### config.mk
export PLATFORM = sky130hd
export DESIGN_NAME = mux_select_bank
export DESIGN_NICKNAME = d
export VERILOG_FILES = /design/src/rtl/mux_select_bank.sv
export SDC_FILE = /design/constraint.sdc
export NUM_CORES = 1
export LEC_CHECK = 0
export BUFFER_PORTS_ARGS = -buffer_cell sky130_fd_sc_hd__buf_4
export CAP_MARGIN = 25
export CORE_AREA = 2 2 176 178
export DETAILED_ROUTE_END_ITERATION = 6
export DIE_AREA = 0 0 178 180
export SLEW_MARGIN = 20
export SYNTH_ARGS = -nofsm -noshare
export SYNTH_HDL_FRONTEND = slang
export SYNTH_SLANG_ARGS = --single-unit
### constraint.sdc
create_clock -name clk -period 3.16 [get_ports clk]
set_input_delay 0.632 -clock clk [delete_from_list [all_inputs] [get_ports clk]]
set_output_delay 0.632 -clock clk [all_outputs]
set_load 0.02 [all_outputs]
### src/rtl/mux_select_bank.sv
// ============================================================================
// Module      : mux_select_bank
// Description : 2:1, 4:1 and 8:1 selectors sharing eight N-bit data words.
//               Each selector has a combinational output and a registered copy.
//               Optional macro MUX_PARITY_EN adds registered per-path parity.
// Revision    : 1.0 - initial release
// ============================================================================
`default_nettype none

module mux_select_bank #(
  parameter int N = 32
) (
  input  logic         clk,
  input  logic         rst,
  input  logic [N-1:0] input_1,
  input  logic [N-1:0] input_2,
  input  logic [N-1:0] input_3,
  input  logic [N-1:0] input_4,
  input  logic [N-1:0] input_5,
  input  logic [N-1:0] input_6,
  input  logic [N-1:0] input_7,
  input  logic [N-1:0] input_8,
  input  logic         select_2,
  input  logic [1:0]   select_4,
  input  logic [2:0]   select_8,
  output logic [N-1:0] mux_output_2,
  output logic [N-1:0] mux_output_4,
  output logic [N-1:0] mux_output_8,
  output logic [N-1:0] mux_output_2_q,
  output logic [N-1:0] mux_output_4_q,
  output logic [N-1:0] mux_output_8_q
`ifdef MUX_PARITY_EN
  ,
  output logic [2:0]   mux_parity_q
`endif
);

  function automatic logic [N-1:0] mux2(input logic s, input logic [N-1:0] a,
                                        input logic [N-1:0] b);
    return s ? b : a;
  endfunction

  // Wider selectors are trees of 2:1 stages, low select bits first.
  logic [N-1:0] w_m4_lo;
  logic [N-1:0] w_m4_hi;
  logic [N-1:0] w_m8_lo_a;
  logic [N-1:0] w_m8_lo_b;
  logic [N-1:0] w_m8_hi_a;
  logic [N-1:0] w_m8_hi_b;
  logic [N-1:0] w_m8_lo;
  logic [N-1:0] w_m8_hi;

  logic [N-1:0] mux_output_2_d;
  logic [N-1:0] mux_output_4_d;
  logic [N-1:0] mux_output_8_d;

  always_comb begin
    mux_output_2_d = mux2(select_2, input_1, input_2);

    w_m4_lo        = mux2(select_4[0], input_1, input_2);
    w_m4_hi        = mux2(select_4[0], input_3, input_4);
    mux_output_4_d = mux2(select_4[1], w_m4_lo, w_m4_hi);

    w_m8_lo_a      = mux2(select_8[0], input_1, input_2);
    w_m8_lo_b      = mux2(select_8[0], input_3, input_4);
    w_m8_lo        = mux2(select_8[1], w_m8_lo_a, w_m8_lo_b);
    w_m8_hi_a      = mux2(select_8[0], input_5, input_6);
    w_m8_hi_b      = mux2(select_8[0], input_7, input_8);
    w_m8_hi        = mux2(select_8[1], w_m8_hi_a, w_m8_hi_b);
    mux_output_8_d = mux2(select_8[2], w_m8_lo, w_m8_hi);
  end

  assign mux_output_2 = mux_output_2_d;
  assign mux_output_4 = mux_output_4_d;
  assign mux_output_8 = mux_output_8_d;

  always_ff @(posedge clk or posedge rst) begin
    if (rst) begin
      mux_output_2_q <= '0;
      mux_output_4_q <= '0;
      mux_output_8_q <= '0;
    end else begin
      mux_output_2_q <= mux_output_2_d;
      mux_output_4_q <= mux_output_4_d;
      mux_output_8_q <= mux_output_8_d;
    end
  end

`ifdef MUX_PARITY_EN
  logic [2:0] mux_parity_d;

  assign mux_parity_d = {^mux_output_8_d, ^mux_output_4_d, ^mux_output_2_d};

  always_ff @(posedge clk or posedge rst) begin
    if (rst) begin
      mux_parity_q <= 3'b000;
    end else begin
      mux_parity_q <= mux_parity_d;
    end
  end
`endif

endmodule

`default_nettype wire

# Word level (Yosys, flattened, before mapping)
# Cells that the tools add are included.
classes:
  muxes: 11
ops:
  columns: ["op", "count"]
  rows:
  - ["two-way mux 32 bit", 11]
word_totals:
  input_bits: 264
  elab_cells: 14
  reg_bits: 96
  output_inout_bits: 192

# Depth between registers and ports, before layout
depth:
  depth_word: 3
  ltp_mapped: 4
  ltp_nobuf: 2

# Least setup slack after synthesis
# OpenSTA, ideal clock, no wires.
synth_path:
  path_type: "input -> output"
  from: "input port select_8[0]"
  to: "output port mux_output_8[10]"
  n_path_buf: 2
  cell_stages: 4
  arrival_time_ns: 1.791
  setup_slack_ns: 0.737
  cell_sequence: "buf_6 > buf_6 > mux4_1 > mux2_2"
synth_between:
  elab_chain_len: 3
  word_cells_on_any_way: 7
  classes_between: "7 x mux"
synth_rtl:
  columns: ["element", "line_no", "source"]
  rows:
  - ["start, declared", "25", "input logic [2:0] select_8,"]
  - ["two-way mux 32 bit (2 in series)", "40", "return s ? b : a;"]
  - ["two-way mux 32 bit (*)", "40", null]
  - ["end, declared", "28", "output logic [N-1:0] mux_output_8,"]
# Mark *: on every way between the ends. The rest lies on a longest branch, timed or not.

# Worst setup path after layout
layout_path:
  from: "input port select_8[0]"
  to: "output port mux_output_8[18]"
# The elaborated chain is that of the path after synthesis.

==> results.ini <==
[outcome]
outcome = finished, final reports clean

[global_routing]
grt_use_total = 0.153
globalRouteOverflowTotal = 0
first_pass_grt_wire_length_um = 35700
grt_max_degree = 97
number_of_antenna_violations_at_the_first_check_in_global_routing = 2
first_global_vias = 5621

[worst_setup_path]
timing.critical_path.to_type = output port
crit_arrival_ns = 2.17
cp-start-kind = input pin
worst_ep_required_ns = 2.53
criticalPathCategory = input pin to output port
crit_fanout = 29

[layout]
multi_input_comb_area_sq_um = 3030
final_core_util = 0.325
area_growth_pct = 74.8
final-seq-area_sq_um = 2400
drive_above_1_share = 0.814
fillers = 3000
layout.nets = 995

[drt]
dr.pass1.iters = 4
routed_wire_length_um = 25300
route.detailed.drc = 0
wl_per_cell_um = 22.4
postRouteAntennaNets = 0
viasPerCell = 4.48
vias = 5075
detailedRoute.firstIterationViolations = 171

[die]
boundaryPins = 456
die_h_um = 180
core-area_sq_um = 30200
initial_utilization = 0.186
floorplan.die_area_sq_um = 32000
standard_cell_rows = 64
floorplan.die.width_um = 178

[timing]
grt_setup_unrepaired = false
timing.hold.ws_ns = 0.396
max_freq_ghz = 0.356
final-max-slew-violation-count = 0
totalNegativeSetupSlack_ns = 0
worst_slew_pin_slew_ns = 0.626
period_needed_ns = 2.81
finalHoldViolCount = 0
worst_slack_ns = 0.354
slew_headroom = 0.583
final_setup_viols = 0
min_period_over_period = 0.888

[synthesis]
ys_seq_area_frac = 0.428
ys_types = 9
synthesis.nets = 550
synth.area.top_cells = dfrtp_1 (43%), mux4_2 (22%), mux4_1 (19%)
synth.avg_cell_area_sq_um = 19.6
yosys_register_bits = 96
synth_area_sq_um = 5610
ys.warnings.count = 0
synth_largest_type_area_fraction = 0.428
synthDominantAreaCellType = dfrtp_1
cells_after_synthesis = 286

[power]
power.share.combinational = 0.371
power.clock.fraction = 0.297
intPower_mw = 2.84
power.static_leakage_nw = 4.56
net_switching_power_of_the_design_mw = 1.35
vdd_ir_drop_max_mv = 0.264
power.sequential.fraction = 0.332
power-per-cell-area_nw_per_um2 = 427
switching_share = 0.322

[clock_tree]
numClockSinks = 96
post_cts_resized = 0
cts-hold-fix-buffers = 0
cts_setup_buffers = 0
path_clk_slew_ns = 0.07
clock_tree.root_cell = clkbuf_16
cts.path.max_buffers = 2
tritoncts = yes
cts-htree-levels = 3
tritoncts.num_buffers = 9

[placed_design]
preCtsSetupSlack_ns = 0.350
detailed_place_hpwl_um = 19900
routabilityCongestion = 0.899
numPortBuffers = 455

[job]
max_cap_violations = 0

[min_path]
hold_path_class = input pin to async pin

## flip-flops by register name, indices dropped and copies added, names as in the netlist
register / cells
mux_output_2_q: 32
mux_output_8_q: 32
mux_output_4_q: 32
## placed cells by master (no fill, tap or decap), drive strengths merged
cell,n
buf,463
bufinv,2
mux2,64
clkinvlp,1
clkbuf,10
clkinv,3
dfrtp,96
diode,1
mux4,96
inv,1
## logic make-up after synthesis
| family | Yosys count | share of synthesized area |
|---|---|---|
| buffers and inverters | 30 | 0.0317 |
| flip-flops | 96 | 0.428 |
| multiplexers | 160 | 0.540 |
## area by class of cell
class	instances	share of cell area
multi-input cells	160	0.309
repair buffers	463	0.362
diodes	1	0.000255
clock buffers	10	0.0233
flip-flops and latches	96	0.245
inverters	1	0.000638
well taps	396	0.0505
clock inverters	6	0.00956
## worst paths after layout
check	from	endpoint	slack [ns]	cells after the start
max	select_8[0]	mux_output_8[18]	0.35	5
max in group asynchronous	rst	mux_output_4_q[30]$_DFF_PP0_	2.31	3
min in group clk	input_1[28]	mux_output_2_q[28]$_DFF_PP0_	0.53	2
min	rst	mux_output_2_q[5]$_DFF_PP0_	0.40	3
## Yosys cell counts
cell type,number
inv_1,1
mux4_2,56
clkbuf_1,6
mux2_2,64
dfrtp_1,96
buf_2,10
buf_1,6
buf_6,7
mux4_1,40
## stage by stage
stage               total power [mW]  cells  cell area (sq um)
floorplan                       2.16    286               5610
global placement                2.97   1116               9490
detailed placement              2.98   1116               9490
CTS                             4.26   1132               9810
global route                    4.37   1133               9810
finish                          4.19   1133               9810
## power groups by stage
stage               logic [mW]  registers [mW]  clock network [mW]
finish                    1.55            1.39                1.25
global route              1.63            1.40                1.34
CTS                       1.57            1.39                1.30
detailed placement        1.57            1.42                   0
global placement          1.56            1.41                   0
floorplan                0.582            1.57                   0
## routing by layer
metal | global-route usage | routed length, um
met1 | 0.162 | 8720
met3 | 0.0599 | 2590
met5 | 0 | 12
met4 | 0.0564 | 711
met2 | 0.272 | 13300
## critical path: stages
cell and delay, ns:
buf_4 0.20, buf_12 0.25, mux4_1 0.58, mux2_2 0.29, buf_4 0.16
No activity file was read; power rests on OpenSTA's default activity.
